**config.mk**
```make
export PLATFORM = sky130hd
export DESIGN_NAME = rtc_time_reader
export DESIGN_NICKNAME = d
export VERILOG_FILES = /design/src/rtl/rtc_time_reader_pkg.sv /design/src/rtl/rtc_bcd_check.sv /design/src/rtl/rtc_time_reader.sv
export SDC_FILE = /design/constraint.sdc
export NUM_CORES = 1
export LEC_CHECK = 0
export BUFFER_PORTS_ARGS = -buffer_cell sky130_fd_sc_hd__clkbuf_2
export CORE_MARGIN = 4
export CORE_UTILIZATION = 50
export DETAILED_ROUTE_END_ITERATION = 12
export PLACE_DENSITY = 0.72
export SLEW_MARGIN = 40
export SYNTH_ARGS = -nofsm -noshare
export SYNTH_HDL_FRONTEND = slang
export SYNTH_SLANG_ARGS = --single-unit
```
**constraint.sdc**
```tcl
create_clock -name clk -period 3.5 [get_ports clk]
set_clock_uncertainty 0.1 [all_clocks]
set_input_delay 0.7 -clock clk [delete_from_list [all_inputs] [get_ports clk]]
set_output_delay 0.7 -clock clk [all_outputs]
set_load 0.1 [all_outputs]
```
**src/rtl/rtc_time_reader_pkg.sv**
```systemverilog
// Shared RTC definitions: bus constants, register map, initialiser defaults and
// the read-back sequencer's state encoding.
package rtc_time_reader_pkg;

  localparam int RTC_BUS_W   = 8;
  localparam int RTC_TIMEOUT = 255;
  localparam int NUM_REGS    = 6;

  localparam logic [7:0] RTC_XFER_ADDR = 8'hF0;
  localparam logic [7:0] RTC_XFER_DATA = 8'h00;
  localparam logic [7:0] RTC_BASE_ADDR = 8'h21;

  localparam int OFS_SECONDS = 0;
  localparam int OFS_MINUTES = 1;
  localparam int OFS_HOURS   = 2;
  localparam int OFS_DATE    = 3;
  localparam int OFS_MONTH   = 4;
  localparam int OFS_YEAR    = 5;

  // Power-up time written by the initialiser, in BCD
  localparam logic [7:0] INIT_SECONDS = 8'h00;
  localparam logic [7:0] INIT_MINUTES = 8'h00;
  localparam logic [7:0] INIT_HOURS   = 8'h12;
  localparam logic [7:0] INIT_DATE    = 8'h01;
  localparam logic [7:0] INIT_MONTH   = 8'h01;
  localparam logic [7:0] INIT_YEAR    = 8'h00;

  // Inclusive BCD limits per register, ordered seconds..year
  localparam logic [7:0] REG_MIN [NUM_REGS] = '{8'h00, 8'h00, 8'h00, 8'h01, 8'h01, 8'h00};
  localparam logic [7:0] REG_MAX [NUM_REGS] = '{8'h59, 8'h59, 8'h23, 8'h31, 8'h12, 8'h99};

  typedef enum logic [2:0] {
    ST_IDLE,
    ST_XFER,
    ST_GAP,
    ST_RD,
    ST_CHECK,
    ST_DONE
  } state_t;

endpackage

```
**src/rtl/rtc_bcd_check.sv**
```systemverilog
// Combinational BCD validator: every nibble must be a decimal digit and the
// byte must lie within the inclusive [min_val, max_val] window.
module rtc_bcd_check #(
  parameter int W = 8
) (
  input  logic [W-1:0] value,
  input  logic [W-1:0] min_val,
  input  logic [W-1:0] max_val,
  output logic         valid
);

  // Ordering of packed BCD matches decimal ordering once all nibbles are digits
  always_comb begin
    valid = (value >= min_val) && (value <= max_val);
    for (int n = 0; n < W / 4; n++) begin
      if (value[n*4 +: 4] > 4'd9) valid = 1'b0;
    end
  end

endmodule

```
**src/rtl/rtc_time_reader.sv**
```systemverilog
// Reads the six BCD time registers from the RTC after a clock->RAM transfer
// command, validates them, and commits them atomically to the time outputs.
module rtc_time_reader
  import rtc_time_reader_pkg::*;
#(
  parameter int               BUS_W     = RTC_BUS_W,
  parameter int               TIMEOUT   = RTC_TIMEOUT,
  parameter logic [BUS_W-1:0] XFER_ADDR = RTC_XFER_ADDR,
  parameter logic [BUS_W-1:0] XFER_DATA = RTC_XFER_DATA,
  parameter logic [BUS_W-1:0] BASE_ADDR = RTC_BASE_ADDR
) (
  input  logic             clk,
  input  logic             reset,
  input  logic             start,
  output logic             busy,
  output logic             done,
  output logic             error,
  output logic             bus_req,
  output logic             bus_we,
  output logic [BUS_W-1:0] bus_addr,
  output logic [BUS_W-1:0] bus_wdata,
  input  logic             bus_ack,
  input  logic [BUS_W-1:0] bus_rdata,
  output logic [BUS_W-1:0] seconds,
  output logic [BUS_W-1:0] minutes,
  output logic [BUS_W-1:0] hours,
  output logic [BUS_W-1:0] date,
  output logic [BUS_W-1:0] month,
  output logic [BUS_W-1:0] year
);

  localparam logic [2:0] LAST_IDX = 3'd6;
  localparam logic [7:0] TMO_LAST = 8'(TIMEOUT - 1);

  state_t           state;
  logic [2:0]       idx;
  logic [7:0]       tmo_cnt;
  logic [BUS_W-1:0] shadow [NUM_REGS];
  logic [NUM_REGS-1:0] valid_vec;
  logic             all_valid;

  for (genvar g = 0; g < NUM_REGS; g++) begin : g_chk
    rtc_bcd_check #(.W(BUS_W)) u_chk (
      .value   (shadow[g]),
      .min_val (BUS_W'(REG_MIN[g])),
      .max_val (BUS_W'(REG_MAX[g])),
      .valid   (valid_vec[g])
    );
  end

  assign all_valid = &valid_vec;

  // Shadow bytes need no reset: they only reach the outputs after six fresh reads
  always_ff @(posedge clk) begin
    if (state == ST_RD && bus_ack) shadow[idx] <= bus_rdata;
  end

  always_ff @(posedge clk or posedge reset) begin
    if (reset) begin
      state     <= ST_IDLE;
      idx       <= 3'd0;
      tmo_cnt   <= 8'd0;
      busy      <= 1'b0;
      done      <= 1'b0;
      error     <= 1'b0;
      bus_req   <= 1'b0;
      bus_we    <= 1'b0;
      bus_addr  <= '0;
      bus_wdata <= '0;
      seconds   <= '0;
      minutes   <= '0;
      hours     <= '0;
      date      <= '0;
      month     <= '0;
      year      <= '0;
    end else begin
      done <= 1'b0;
      unique case (state)
        ST_IDLE: begin
          if (start) begin
            state     <= ST_XFER;
            error     <= 1'b0;
            idx       <= 3'd0;
            tmo_cnt   <= 8'd0;
            busy      <= 1'b1;
            bus_req   <= 1'b1;
            bus_we    <= 1'b1;
            bus_addr  <= XFER_ADDR;
            bus_wdata <= XFER_DATA;
          end
        end
        ST_XFER, ST_RD: begin
          if (bus_ack) begin
            bus_req <= 1'b0;
            tmo_cnt <= 8'd0;
            if (state == ST_RD) idx <= idx + 3'd1;
            state   <= ST_GAP;
          end else if (tmo_cnt == TMO_LAST) begin
            // Abort: the engine never answered, so skip the remaining reads
            bus_req <= 1'b0;
            error   <= 1'b1;
            busy    <= 1'b0;
            done    <= 1'b1;
            state   <= ST_DONE;
          end else begin
            tmo_cnt <= tmo_cnt + 8'd1;
          end
        end
        ST_GAP: begin
          if (idx == LAST_IDX) begin
            state <= ST_CHECK;
          end else begin
            state    <= ST_RD;
            bus_req  <= 1'b1;
            bus_we   <= 1'b0;
            bus_addr <= BASE_ADDR + BUS_W'(idx);
          end
        end
        ST_CHECK: begin
          if (all_valid) begin
            seconds <= shadow[OFS_SECONDS];
            minutes <= shadow[OFS_MINUTES];
            hours   <= shadow[OFS_HOURS];
            date    <= shadow[OFS_DATE];
            month   <= shadow[OFS_MONTH];
            year    <= shadow[OFS_YEAR];
          end else begin
            error <= 1'b1;
          end
          busy  <= 1'b0;
          done  <= 1'b1;
          state <= ST_DONE;
        end
        ST_DONE: state <= ST_IDLE;
        default: state <= ST_IDLE;
      endcase
    end
  end

endmodule
```
After elaboration in Yosys (flattened, before gate mapping):

Memory sizes are Yosys's and may differ from the RTL's.
Index checks and enable logic that the tools add are counted.
W data, S select, Z words.

* equal/unequal tests: 15
* mux-type cells: 47
* $add $sub $neg: 3
* reductions and logical operators: 22
* magnitude comparators: 24

Operator list (count)
* $ge A8 B1 Y1 const B: 6
* $gt A4 B4 Y1 const B: 12
* $mux W8: 5
* $pmux W8 S2: 2
* $mux W1: 26
* $mux W3: 7
* $le A8 B6 Y1 const B: 2
* $le A8 B7 Y1 const B: 2
* $ne A2 B2 Y1 const B: 7
* $pmux W3 S4: 1
* $reduce_and A4 Y1: 3
* $pmux W1 S3: 3
* $add A8 B1 Y8 const B: 1
* $eq A8 B8 Y1 const B: 1
* $le A8 B5 Y1 const B: 1
* $le A8 B8 Y1 const B: 1
* $add A6 B3 Y7 const A: 1
* $logic_and A1 B1 Y1: 7
* $reduce_and A7 Y1: 1
* $eq A3 B2 Y1 const B: 2
* $eq A3 B3 Y1 const B: 2
* $ne A3 B3 Y1 const B: 2
* $pmux W3 S2: 1
* $reduce_and A3 Y1: 2
* 10 further kinds: 13

* flip-flop bits (word level): 75
* output and inout port bits: 69
* memories: 1
* bits of input ports: 12
* bits in writable memories: 48

Memories
* shadow: depth 6, bits a word 8, read ports 6, clocked after Yosys merged registers in 0, write ports 1, line rtc_time_reader.sv:38 `logic [BUS_W-1:0] shadow [NUM_REGS];`

Logic depth before layout (Yosys ltp):

An unclocked memory read counts as a cell.

* depth after elaboration: 8
* depth in mapped cells: 8
* depth with buffers taken out: 7

Modules after synthesis:

Synthesis repeated with hierarchy kept, for this count alone.

* cells, all modules: 662
* area total of the unflattened synthesis: 7382.1 um^2

Modules (own cells, without submodules)
* rtc_time_reader: cells an instance 308, times used 1, seq. area each 3243.1 um^2, area each 4657.0 um^2
* rtc_bcd_check: cells an instance 59, times used 6, seq. area each 0.0 um^2, area each 454.2 um^2

Worst setup path before layout:

OpenSTA, ideal clock, no wires.

* path kind: reg2reg
* start: register state[2]
* end: memory shadow[4][0] (netlist bit) (enable)
* setup slack: 1.126 ns
* period minus slack after synthesis: 2.374 ns
* data arrival time: 1.889 ns
* stages on the path, launching flop included: 6
* library setup time: 0.385 ns
* required time: 3.015 ns
* path through: dfrtp_1 buf_2 nor2b_1 nand3_1 or2_2 nor3b_1

* word-level cells in the longest chain between the ends: 4

RTL lines
* start, declared: line rtc_time_reader.sv:35 `state_t state;`
* start signal, assigned: line rtc_time_reader.sv:60 `state <= ST_IDLE;`
* start signal, assigned: line rtc_time_reader.sv:81 `state <= ST_XFER;`
* start signal, assigned: line rtc_time_reader.sv:97 `state <= ST_GAP;`
* $eq A3 B2 Y1: line rtc_time_reader.sv:55 `if (state == ST_RD && bus_ack) shadow[idx] <= bus_rdata;`
* $logic_and A1 B1 Y1: line rtc_time_reader.sv:55
* $mux W1: line rtc_time_reader.sv:55
* $mux W1 (implied by the code): line rtc_time_reader.sv:55
* end, declared: line rtc_time_reader.sv:38

No other way between the ends.

Worst setup path after layout:

* start: register state[2]
* end: memory shadow[1][4] (netlist bit) (enable)

Same word-level chain as after synthesis.

==> results_dict.tcl <==
set metrics [dict create \
    ioPinCount 81 \
    clockRootBuffer "clkbuf_8" \
    cp_max_fo 11 \
    grt_max_degree 38 \
    hp-class "in -> async" \
    cts_tree "done" \
    leakagePower_uw 0.00261 \
    grt_overflow 0 \
    initial_core_util 0.511 \
    cts_setup_buffers 0 \
    syn_to_final_growth_pct 21.7 \
    arrival_ns 2.34 \
    grtUsageTotal 0.177 \
    drtIter0Drc 161 \
    yosysSeqAreaShare 0.693 \
    fmax_mhz 433 \
    cap_violations 0 \
    powerDensity_nw_per_um2 747 \
    numClockSinks 120 \
    ys_warn_count 0 \
    synth_async_sr_flop_share 0.600 \
    vias 2858 \
    finalNonFillerCells 534 \
    path_clk_slew_ns 0.06 \
    busiest_layer "met2" \
    worstMarginPinSlew_ns 0.686 \
    drc 0 \
    die_x_um 105 \
    cts_inserted_buffers 17 \
    antenna_left 0 \
    crit_chain "nor2b_1 -> nand3_1 -> or2_2 -> nor2_1" \
    cts.path.max_buffers 2 \
    cts_hold_buf 0 \
    finalCritPeriodShare 0.660 \
    avgSynthCellArea_um2 14.3 \
    period_minus_slack_ns 2.31 \
    diodes 0 \
    ys_ff_latch 120 \
    critPathKind "reg -> reg" \
    critical_path.slowest_cell "nor2_1" \
    avgViaCountPerCell 5.35 \
    finalMaxSlewViolations 0 \
    finalSetupTns_ns 0 \
    dieHeight_um 105 \
    place.gp.congestion 0.800 \
    final_hold_viol_count 0 \
    ys.flop_type "dfrtp_1" \
    synth_area_leaders "dfrtp_1, edfxtp_1, mux2_2" \
    use_met1 0.237 \
    finalWirelength_mm 8.99 \
    antenna_found_initial 0 \
    place_inst 502 \
    cpPeakStageDelay_ns 0.54 \
    grt_pass1_wl_mm 14.9 \
    nets 426 \
    seqCellArea_um2 3240 \
    drive_gt1_frac 0.345 \
    most-common-layout-cells "dfrtp_1, clkbuf_2, edfxtp_1" \
    design.core.area_um2 9150 \
    globalRouteMet2Util 0.278 \
    ir_drop_mv 1.03 \
    multi_input_area_um2 1290 \
    synth.top_cell.area_share 0.385 \
    critPathBufInv 0 \
    crit_required_ns 3.53 \
    syn_inst 328 \
    post_cts_resize_count 0 \
    rows 35 \
    grt_pass1_vias 2841 \
    status "finished, final reports clean" \
    rsz0062_at_grt "false" \
    dr.pass1.iters 4 \
    synth_edf_count 48 \
    wl_per_cell_um 16.8 \
    crit_path_end_kind "register" \
    syn_area_um2 4680 \
    grtUsageMet3 0.0494 \
    hpwl_mm 6.23 \
    synth_top_area_cell "dfrtp_1" \
    io_buffer_count 72 \
    cts_htree_levels 4 \
    fill_cells 677 \
    critPathLaunchType "register" \
    synth_cell_types 43 \
    clk_latency_ns 0.51 \
    cp_top_family "simple AND/OR/NAND/NOR gates" \
    setup_viol 0 \
    timing.slew.headroom 0.541 \
    dieArea_um2 11000 \
    finalPower_uw 4250 \
]
## synthesized netlist by cell type, types with 5 or more instances
cell,number
o21ai_0,20
nand2b_1,5
nand4_1,5
nand3_1,6
a21oi_1,10
nand2_1,22
buf_2,5
buf_4,11
nor2_1,10
o31ai_1,7
mux2_2,37
dfrtp_1,72
edfxtp_1,48
and2_1,10
inv_1,7
## state kept, by name, summed over array words and instances, names as in the netlist
register and flops:
bus_addr 6, bus_req 1, busy 1, date 8
done 1, error 1, hours 8, idx 3
minutes 8, month 8, seconds 8, shadow 48
state 3, tmo_cnt 8, year 8
## per-stage QoR
stage / instance area, um^2 / worst slack [ns] / hold WS, ns / util
4_1_cts: 5690 / 1.18 / 0.234 / 0.622
3_5_place_dp: 5120 / 1.09 / 0.357 / 0.559
2_1_floorplan: 4700 / 0.875 / 0.355 / -
3_3_place_gp: 5120 / 1.18 / 0.358 / 0.559
5_1_grt: 5690 / 1.05 / 0.172 / 0.622
6_report: 5690 / 1.19 / 0.141 / 0.622
## cells by family (layout without fill, tap and decap cells)
family,Yosys count,count (layout),synth area share
flip-flops,120,120,0.693
AO/OA/AOI/OAI,51,51,0.0658
multiplexers,39,39,0.0939
adder cells (fa/ha/maj),4,4,0.0107
XOR/XNOR,4,4,0.00749
buffers and inverters,29,117,0.0366
other,1,8,0.000802
AND/OR/NAND/NOR,80,80,0.0915
## worst register-to-register path, stage by stage, from the launching register on
cell     delay [ns]
dfrtp_1        0.49
nor2b_1        0.29
nand3_1        0.17
or2_2          0.35
nor2_1         0.54
## cell type report
type | count | area share
timing repair buffer | 78 | 0.0734
clock inverter | 8 | 0.0165
multi-input combinational | 186 | 0.227
clock buffer | 24 | 0.0846
sequential | 120 | 0.570
tap | 111 | 0.0244
inverter | 7 | 0.00484
## routing by layer
| metal | vias up | wire length, um |
|---|---|---|
| met5 | - | 0 |
| met4 | 0 | 136 |
| met3 | 14 | 418 |
| met2 | 86 | 4490 |
| met1 | 1423 | 3940 |
| li1 | 1335 | - |
## final timing paths
kind | startpoint | cells past startpoint | slack (ns) | endpoint
setup / recovery | state[2] | 4 | 1.19 | shadow[1][4]
max in group asynchronous | reset | 3 | 2.53 | state[1]
setup reg to reg | state[2] | 4 | 1.19 | shadow[1][4]
min in group clk | bus_rdata[7] | 1 | 0.37 | shadow[2][7]
hold reg to reg | shadow[0][0] | 1 | 0.38 | seconds[0]
hold / removal | reset | 2 | 0.14 | seconds[7]
## power by group
group,internal (uW),leakage (uW),switching [uW]
Sequential,1570,0.00142,111
Combinational,182,0.000916,736
Clock,1090,0.000278,569
Total,2840,0.00261,1420
Note: power is estimated with default switching activity, not from simulation.
